### src/rtl/seg_mon_pkg.sv
// Shared definitions for the seven-segment sequence monitor.
//   - mon_state_t : monitor FSM states
//   - SEG_n       : active-low segment patterns (bit0=a .. bit6=g) for digits 0..9
//   - SEG_BLANK   : all segments off
//   - seg_encode  : digit -> pattern helper, handy for stimulus in other benches
package seg_mon_pkg;

    typedef enum logic [1:0] {
        UNLOCKED = 2'd0,
        LOCKED   = 2'd1,
        FAULT    = 2'd2
    } mon_state_t;

    localparam logic [6:0] SEG_0     = 7'b1000000;
    localparam logic [6:0] SEG_1     = 7'b1111001;
    localparam logic [6:0] SEG_2     = 7'b0100100;
    localparam logic [6:0] SEG_3     = 7'b0110000;
    localparam logic [6:0] SEG_4     = 7'b0011001;
    localparam logic [6:0] SEG_5     = 7'b0010010;
    localparam logic [6:0] SEG_6     = 7'b0000010;
    localparam logic [6:0] SEG_7     = 7'b1111000;
    localparam logic [6:0] SEG_8     = 7'b0000000;
    localparam logic [6:0] SEG_9     = 7'b0010000;
    localparam logic [6:0] SEG_BLANK = 7'h7F;

    function automatic logic [6:0] seg_encode(input logic [3:0] value);
        logic [6:0] pat;
        case (value)
            4'd0:    pat = SEG_0;
            4'd1:    pat = SEG_1;
            4'd2:    pat = SEG_2;
            4'd3:    pat = SEG_3;
            4'd4:    pat = SEG_4;
            4'd5:    pat = SEG_5;
            4'd6:    pat = SEG_6;
            4'd7:    pat = SEG_7;
            4'd8:    pat = SEG_8;
            4'd9:    pat = SEG_9;
            default: pat = SEG_BLANK;
        endcase
        return pat;
    endfunction

endpackage

### src/rtl/seg7_decode.sv
// Combinational decode of an active-low seven-segment pattern to a decimal digit.
// Ports:
//   hex_in : 7-bit active-low segment bus (bit0=a .. bit6=g)
//   valid  : 1 when hex_in is one of the ten standard digit patterns
//   digit  : decoded value 0..9 (0 when not valid)
module seg7_decode
    import seg_mon_pkg::*;
(
    input  logic [6:0] hex_in,
    output logic       valid,
    output logic [3:0] digit
);

    always_comb begin
        valid = 1'b1;
        digit = 4'd0;
        case (hex_in)
            SEG_0:   digit = 4'd0;
            SEG_1:   digit = 4'd1;
            SEG_2:   digit = 4'd2;
            SEG_3:   digit = 4'd3;
            SEG_4:   digit = 4'd4;
            SEG_5:   digit = 4'd5;
            SEG_6:   digit = 4'd6;
            SEG_7:   digit = 4'd7;
            SEG_8:   digit = 4'd8;
            SEG_9:   digit = 4'd9;
            default: valid = 1'b0;
        endcase
    end

endmodule

### src/rtl/seg_sequence_monitor.sv
// Watches the HEX bus of the digit-sequencing display FSM, decodes each sampled
// pattern, tracks the FSM's position in the programmed sequence and flags
// wrong-direction advances and illegal patterns.
// Parameters:
//   SEQ_LEN : digits in the cycle (2..8)
//   SEQ     : packed sequence, element 0 in bits [3:0]
// Ports:
//   clk, rst_n : clock, async active-low reset
//   hex_in     : active-low segment bus
//   dir        : 0 = forward (index+1), 1 = backward (index-1)
//   sample_en  : strobe, hex_in/dir valid this cycle
//   digit      : last validly decoded digit
//   pos        : current sequence index
//   locked     : position known
//   step_ok    : pulse, correct advance
//   dir_err    : pulse, legal digit but wrong successor
//   bad_pat    : pulse, invalid pattern or digit outside SEQ
//   err_count  : saturating count of dir_err + bad_pat
//
// state    | meaning
// UNLOCKED | position unknown since reset; first in-sequence digit locks
// LOCKED   | position known; each sample checked against the expected successor
// FAULT    | lost track after an illegal sample; next in-sequence digit relocks
module seg_sequence_monitor
    import seg_mon_pkg::*;
#(
    parameter int                     SEQ_LEN = 5,
    parameter logic [4*SEQ_LEN-1:0]   SEQ     = 20'h97531
)(
    input  logic       clk,
    input  logic       rst_n,
    input  logic [6:0] hex_in,
    input  logic       dir,
    input  logic       sample_en,
    output logic [3:0] digit,
    output logic [2:0] pos,
    output logic       locked,
    output logic       step_ok,
    output logic       dir_err,
    output logic       bad_pat,
    output logic [7:0] err_count
);

    localparam logic [2:0] LAST_IDX = 3'(SEQ_LEN - 1);

    mon_state_t state_q, state_d;
    logic [3:0] digit_q, digit_d;
    logic [2:0] pos_q, pos_d;
    logic       step_ok_q, step_ok_d;
    logic       dir_err_q, dir_err_d;
    logic       bad_pat_q, bad_pat_d;
    logic [7:0] err_count_q;
    logic       err_inc;

    logic       dec_valid;
    logic [3:0] dec_digit;
    logic       found;
    logic [2:0] found_idx;
    logic [2:0] expected_idx;

    seg7_decode u_decode (
        .hex_in (hex_in),
        .valid  (dec_valid),
        .digit  (dec_digit)
    );

    // Entries of SEQ are distinct, so at most one index can match.
    always_comb begin
        found     = 1'b0;
        found_idx = 3'd0;
        for (int i = 0; i < SEQ_LEN; i++) begin
            if (dec_valid && (SEQ[4*i +: 4] == dec_digit)) begin
                found     = 1'b1;
                found_idx = 3'(i);
            end
        end
    end

    // Wrap by compare-and-select; SEQ_LEN need not be a power of two.
    always_comb begin
        if (!dir) begin
            expected_idx = (pos_q == LAST_IDX) ? 3'd0 : pos_q + 3'd1;
        end else begin
            expected_idx = (pos_q == 3'd0) ? LAST_IDX : pos_q - 3'd1;
        end
    end

    always_comb begin
        state_d   = state_q;
        pos_d     = pos_q;
        digit_d   = digit_q;
        step_ok_d = 1'b0;
        dir_err_d = 1'b0;
        bad_pat_d = 1'b0;
        err_inc   = 1'b0;

        if (sample_en) begin
            if (dec_valid) begin
                digit_d = dec_digit;
            end
            case (state_q)
                LOCKED: begin
                    if (!found) begin
                        bad_pat_d = 1'b1;
                        err_inc   = 1'b1;
                        state_d   = FAULT;
                    end else if (found_idx == expected_idx) begin
                        step_ok_d = 1'b1;
                        pos_d     = found_idx;
                    end else begin
                        dir_err_d = 1'b1;
                        err_inc   = 1'b1;
                        pos_d     = found_idx;
                    end
                end
                default: begin
                    // UNLOCKED and FAULT recover identically.
                    if (found) begin
                        pos_d   = found_idx;
                        state_d = LOCKED;
                    end else begin
                        bad_pat_d = 1'b1;
                        err_inc   = 1'b1;
                    end
                end
            endcase
        end
    end

    always_ff @(posedge clk or negedge rst_n) begin
        if (!rst_n) begin
            state_q     <= UNLOCKED;
            pos_q       <= 3'd0;
            digit_q     <= 4'd0;
            step_ok_q   <= 1'b0;
            dir_err_q   <= 1'b0;
            bad_pat_q   <= 1'b0;
            err_count_q <= 8'd0;
        end else begin
            state_q   <= state_d;
            pos_q     <= pos_d;
            digit_q   <= digit_d;
            step_ok_q <= step_ok_d;
            dir_err_q <= dir_err_d;
            bad_pat_q <= bad_pat_d;
            if (err_inc && (err_count_q != 8'hFF)) begin
                err_count_q <= err_count_q + 8'd1;
            end
        end
    end

    assign digit     = digit_q;
    assign pos       = pos_q;
    assign locked    = (state_q == LOCKED);
    assign step_ok   = step_ok_q;
    assign dir_err   = dir_err_q;
    assign bad_pat   = bad_pat_q;
    assign err_count = err_count_q;

endmodule

### config.mk
export PLATFORM = sky130hd
export DESIGN_NAME = seg_sequence_monitor
export DESIGN_NICKNAME = d
export VERILOG_FILES = /design/src/rtl/seg_mon_pkg.sv /design/src/rtl/seg7_decode.sv /design/src/rtl/seg_sequence_monitor.sv
export SDC_FILE = /design/constraint.sdc
export NUM_CORES = 1
export LEC_CHECK = 0
export BUFFER_PORTS_ARGS = -buffer_cell sky130_fd_sc_hd__buf_4
export CAP_MARGIN = 10
export CORE_ASPECT_RATIO = 1.2
export CORE_MARGIN = 4
export CORE_UTILIZATION = 45
export CTS_CLUSTER_DIAMETER = 50
export DETAILED_ROUTE_END_ITERATION = 16
export HOLD_SLACK_MARGIN = 0.15
export PLACE_DENSITY = 0.77
export REMOVE_ABC_BUFFERS = 1
export SLEW_MARGIN = 10
export SYNTH_ARGS = -nofsm -noshare
export SYNTH_HDL_FRONTEND = slang
export SYNTH_SLANG_ARGS = --single-unit
### constraint.sdc
create_clock -name clk -period 2.5 [get_ports clk]
set_input_delay 0.375 -clock clk [delete_from_list [all_inputs] [get_ports clk]]
set_output_delay 0.375 -clock clk [all_outputs]
set_load 0.05 [all_outputs]
==> flow_metrics.py, run 1 <==
metrics = {
    "status": {
        "status": "completed",
    },
    "timing": {
        "hold_slack_ps": 365,
        "fmax_mhz": 409,
        "fin_skew_ps": 6.08,
        "min_period_ps": 2440,
        "finalSetupViolations": 0,
        "tightest_slew_ps": 447,
        "slew_headroom": 0.699,
        "hold_violations": 0,
        "slew_violations": 0,
        "grt_setup_unrepaired": "yes",
        "setup_tns_ps": 0,
        "fin_crit_sh": 0.978,
    },
    "logic_synthesis": {
        "synth_warnings": 0,
        "synth_area_per_cell_sq_um": 9.43,
        "syn_inst": 143,
        "synth_ff_type": "dfrtp_1",
        "ys_ff_latch": 20,
        "ys_seq_area_frac": 0.371,
        "ys_types": 46,
        "yosysTopAreaCell": "dfrtp_1",
        "synth_common_cells": "20 x dfrtp_1, 10 x nand2_1, 9 x nand3_1, 9 x nor2_1, 9 x o21ai_0",
        "synth_edf_count": 0,
        "syn_area_sq_um": 1350,
        "yosys.area.top_type_share": 0.371,
        "synth_area_leaders": "dfrtp_1 37%, ha_1 4.6%, nand3_1 3.3%",
        "async_flop_share": 1.00,
        "synth_most_common_cell": "dfrtp_1",
    },
    "detailed_routing": {
        "drtIter0Drc": 63,
        "route.detailed.drc": 0,
        "num_vias": 1265,
        "routed_via_density": 5.97,
        "ant_nets": 0,
        "drt_pass1_iterations": 4,
        "drt-total-wl_microns": 3280,
        "avgRoutedWirePerCell_microns": 15.5,
    },
    "worst_setup_path": {
        "path_delay_family": "compound AO/OA/AOI/OAI gates",
        "worst-path-stages": 10,
        "r2r_cells": 10,
        "required_ps": 2680,
        "crit_end": "err_count[5]",
        "crit_slowest_cell": "dfrtp_1",
        "crit_fanout": 6,
        "max_stage_delay_ps": 360,
        "r2r-end": "err_count[5]",
        "regToRegStartpoint": "pos[0]",
        "reg2reg_slack_ps": 60,
        "cp-start-kind": "flop",
        "startpoint": "pos[0]",
        "critPathCaptureType": "flop",
        "path_buf_inv": 2,
        "crit_chain": "inv_1 > ha_1 > ha_1 > nor2_4 > o21ai_2 > a31o_1 > a221oi_4 > buf_4 > o22a_1 > o211ai_1",
        "critPathArrivalTime_ps": 2630,
        "crit_type": "flop to flop",
        "cp_common_cell": "ha_1",
    },
    "global_routing": {
        "grtUsageMet3": 0.0283,
        "grt_overflow_total": 0,
        "grt_pass1_wl_microns": 5250,
        "gr-max-usage-layer": "met2",
        "antenna_found_initial": 0,
        "globalRouteMet1Util": 0.201,
        "grt_pass1_vias": 1135,
        "grt_max_degree": 21,
        "grt_usage": 0.170,
        "grt_util_met2": 0.294,
    },
    "place": {
        "dpl.cell_count": 206,
        "portBuffers": 29,
        "gp_congestion": 0.830,
        "place_area_sq_um": 1610,
        "dpl.hpwl_microns": 2510,
    },
    "floorplanning": {
        "die_w_microns": 58.0,
        "die_h_microns": 68.0,
        "start_util": 0.475,
        "io-pin-count": 30,
        "core-area_sq_um": 2840,
        "dieArea_sq_um": 3940,
        "num_rows": 21,
    },
    "clock_tree": {
        "numCtsBuffers": 3,
        "insertion_delay_ps": 300,
        "cts.path.max_buffers": 2,
        "cts_tree": "done",
        "clkTransAtPathRegs_ps": 120,
        "h-tree-depth": 1,
        "cts_sinks": 20,
        "cts_root_buf": "clkbuf_4",
    },
    "finish": {
        "nets": 195,
        "n_antenna_cell": 0,
        "instances_no_fill": 212,
        "syn2layout_area_growth_pct": 25.7,
        "final_cell_area_sq_um": 1700,
        "drive_gt1_frac": 0.309,
    },
    "pwr": {
        "peakVddDrop_uv": 896,
        "p_per_area_nw_per_um2": 910,
        "leakage_nw": 0.780,
    },
    "hold_path": {
        "min_path_type": "input port to flop",
        "whs_path_depth": 2,
        "worstHoldStart": "sample_en",
    },
    "flow_run": {
        "maxCapViolCount": 0,
    },
}
-- state kept, by name, indices dropped and copies added, names as in the netlist --
| signal | count |
|---|---|
| pos | 3 |
| step_ok | 1 |
| bad_pat | 1 |
| err_count | 8 |
| dir_err | 1 |
| digit | 4 |
| state_q | 2 |
-- per-stage QoR --
step,total power [mW],utilization,worst slack (ps)
global placement,1.30,0.569,82.6
global route,1.64,0.597,-56.4
detailed placement,1.32,0.569,-80.0
finish,1.54,0.597,55.6
CTS,1.52,0.586,9.41
floorplan,1.06,-,-317
-- layout make-up --
cell class	count	area, sq um
multi-input cells	111	821
repair buffers	35	265
fillers	241	1140
clock buffers	4	36.3
well taps	34	42.5
inverters	8	30.0
flip-flops and latches	20	500
-- kinds of logic after synthesis --
kind of cell,synth area share
AND/OR/NAND/NOR,0.256
flip-flops,0.371
multiplexers,0.0334
adder cells (fa/ha/maj),0.0464
XOR/XNOR,0.0520
buffers and inverters,0.0408
AO/OA/AOI/OAI,0.200
-- routing by layer --
| metal | routed length (microns) | vias to the layer above |
|---|---|---|
| met1 | 1330 | 606 |
| met2 | 1680 | 47 |
| met3 | 176 | 12 |
| met5 | 0 | - |
| li1 | - | 600 |
| met4 | 88 | 0 |
-- placed cells by master, fill, tap and decap left out, types with 2 or more instances in the layout --
cell type  count
a21oi_1        4
a22o_1         2
and3_1         2
buf_4         34
clkbuf_4       3
dfrtp_1       20
ha_1           5
inv_1          8
mux2_2         3
nand2_1       10
nand3_1        8
nand4_1        5
nor2_1         8
nor2b_1        2
nor3_1         2
nor4_1         2
o211ai_1       6
o21ai_0        8
o22ai_1        2
or2_2          2
or3_1          4
xnor2_1        5
xor2_1         3
-- where the power goes --
part | leakage [nW] | total [mW] | internal (mW) | switching [mW]
clock | 0.0210 | 0.191 | 0.0889 | 0.102
sequential | 0.235 | 0.504 | 0.409 | 0.0947
combinational | 0.524 | 0.848 | 0.304 | 0.545
-- how the worst min path moves through the flow --
stage	slack (ps)	endpoint
after CTS	350	digit[1]
after detailed placement	270	err_count[4]
after global placement	260	err_count[4]
final	360	digit[1]
after floorplan	80	bad_pat
after global routing	360	digit[1]
-- what timing repair did --
| action | 4_1_cts | 5_1_grt |
|---|---|---|
| hold buffers | 1 | 0 |
| setup endpoints to repair | 5 | 5 |
| gates resized for setup | 2 | 6 |
| endpoints found under the hold margin | 20 | 0 |
| pin swaps | 0 | 3 |
| setup buffers | 0 | 1 |
Note: power is estimated with default switching activity, not from simulation.
==> run 2: changes to the inputs <==
GPL_TIMING_DRIVEN = 0   (was default)
==> run 2 against run 1 <==
  * Total power increased by 0.71%
  * Routed wire length rose by 3.1%
  * Global-route usage up 0.54 points
  * Final cell count grew 0.47%
  * Via count is 1.1% higher
  * Register-to-register slack improved by 30 ps
  * Worst setup slack improved by 28 ps
  * Utilization increased by 0.66 points
  * Largest power group unchanged
==> flow_metrics.py, run 2 (synthesis gave the netlist of run 1 again) <==
metrics = {
    "floorplanning": {
        "io-pin-count": 30,
        "dieArea_sq_um": 3940,
        "core-area_sq_um": 2840,
        "start_util": 0.475,
        "num_rows": 21,
        "die_w_microns": 58.0,
        "die_h_microns": 68.0,
    },
    "pwr": {
        "intPower_mw": 0.802,
        "p_comb_frac": 0.552,
        "seqPwrFrac": 0.329,
        "p_sw_frac": 0.484,
        "peakVddDrop_uv": 753,
        "power_switching_mw": 0.752,
        "p_per_area_nw_per_um2": 907,
        "pwr-share-clk": 0.120,
        "leakage_nw": 0.781,
    },
    "timing": {
        "finalWorstSetupSlack_ps": 83.2,
        "fin_crit_sh": 0.967,
        "finalSetupViolations": 0,
        "min_period_ps": 2420,
        "slew_headroom": 0.738,
        "slew_violations": 0,
        "tightest_slew_ps": 390,
        "fin_skew_ps": 7.34,
        "hold_violations": 0,
        "fmax_mhz": 414,
    },
    "finish": {
        "drive_gt1_frac": 0.330,
        "syn2layout_area_growth_pct": 27.1,
        "fillers": 251,
        "layout_common_cells": "34 x buf_4, 20 x dfrtp_1, 10 x nand2_1",
        "largest_reg_flops": 8,
        "postLayoutCoreUtil": 0.604,
        "n_antenna_cell": 0,
        "nets": 196,
        "final_common_cell": "buf_4",
    },
    "clock_tree": {
        "cts.path.max_buffers": 2,
        "clkTransAtPathRegs_ps": 110,
        "cts_sinks": 20,
        "insertion_delay_ps": 300,
        "cts_tree": "done",
        "cts_root_buf": "clkbuf_4",
        "numCtsBuffers": 3,
        "h-tree-depth": 1,
    },
    "status": {
        "status": "completed",
    },
    "flow_run": {
        "maxCapViolCount": 0,
    },
    "worst_setup_path": {
        "crit_type": "flop to flop",
        "path_delay_family": "compound AO/OA/AOI/OAI gates",
        "max_stage_delay_ps": 410,
        "cp-start-kind": "flop",
        "required_ps": 2690,
        "path_buf_inv": 1,
        "critPathArrivalTime_ps": 2600,
        "crit_fanout": 5,
        "critPathCaptureType": "flop",
        "crit_chain": "inv_2 > ha_2 > ha_1 > nor2b_2 > o21ai_2 > a31o_1 > a221oi_4 > o21a_2 > mux2_1",
        "crit_slowest_cell": "dfrtp_1",
    },
    "global_routing": {
        "antenna_found_initial": 0,
        "grt_pass1_vias": 1257,
        "grt_pass1_wl_microns": 5440,
        "grt_overflow_total": 0,
        "grt_usage": 0.175,
        "grt_max_degree": 21,
    },
    "place": {
        "dp_slack_ps": -207,
        "dpl.hpwl_microns": 2520,
        "portBuffers": 29,
        "gp_congestion": 0.817,
    },
    "detailed_routing": {
        "drt-total-wl_microns": 3380,
        "avgRoutedWirePerCell_microns": 15.9,
        "drtIter0Drc": 43,
        "drt_pass1_iterations": 4,
        "ant_nets": 0,
        "routed_via_density": 6.00,
        "num_vias": 1279,
        "route.detailed.drc": 0,
    },
    "hold_path": {
        "min_path_type": "input port to flop",
    },
}
==> run 2: cell count changes in the layout (fill, tap and decap cells not counted), sizes merged <==
cell | before | now
buf | 34 | 35
==> run 2: final timing paths <==
| path | endpoint | cells after the start | start | slack (ps) |
|---|---|---|---|---|
| setup / recovery | err_count[1] | 9 | pos[0] | 80 |
| hold / removal | digit[1] | 2 | sample_en | 350 |
| setup reg to reg | err_count[1] | 9 | pos[0] | 80 |
| hold reg to reg | digit[0] | 2 | digit[0] | 520 |
| max in group asynchronous | pos[2] | 2 | rst_n | 1810 |
| min in group asynchronous | err_count[6] | 2 | rst_n | 480 |
==> run 2: stage by stage <==
stage	area (sq um)	cells	setup TNS [ps]	hold WS, ps	power [mW]
2_1_floorplan	1320	139	-1220	79.4	1.06
3_3_place_gp	1580	202	-162	268	1.28
3_5_place_dp	1580	202	-379	271	1.32
4_1_cts	1670	211	0	349	1.52
5_1_grt	1710	213	-4.34	367	1.65
6_report	1710	213	0	352	1.55
==> run 2: power groups by stage <==
stage	combinational, mW	clock, mW	sequential (mW)
2_1_floorplan	0.303	0	0.757
3_3_place_gp	0.774	0	0.507
3_5_place_dp	0.802	0	0.515
4_1_cts	0.821	0.190	0.510
5_1_grt	0.920	0.201	0.528
6_report	0.858	0.186	0.511
==> run 2: repair_timing <==
| action | in CTS | in global routing |
|---|---|---|
| hold endpoints to repair | 20 | 0 |
| setup buffers | 4 | 2 |
| resized for setup | 4 | 8 |
| pin swaps | 2 | 4 |
| hold buffers | 1 | 0 |
| setup endpoints to repair | 7 | 9 |
==> run 2: cell type report <==
class                   instances  area [sq um]  share of cell area
inverters                       8          30.0              0.0175
well taps                      34          42.5              0.0248
clock buffers                   4          36.3              0.0212
repair buffers                 36           277               0.161
flip-flops and latches         20           500               0.292
multi-input cells             111           828               0.483
==> run 2: metal layers <==
metal | global-route usage | wire, microns | vias to the layer above
li1 | - | - | 604
met1 | 0.206 | 1310 | 626
met2 | 0.331 | 1840 | 43
met3 | 0.0189 | 173 | 6
met4 | 0.0551 | 51 | 0
met5 | 0 | 0 | -
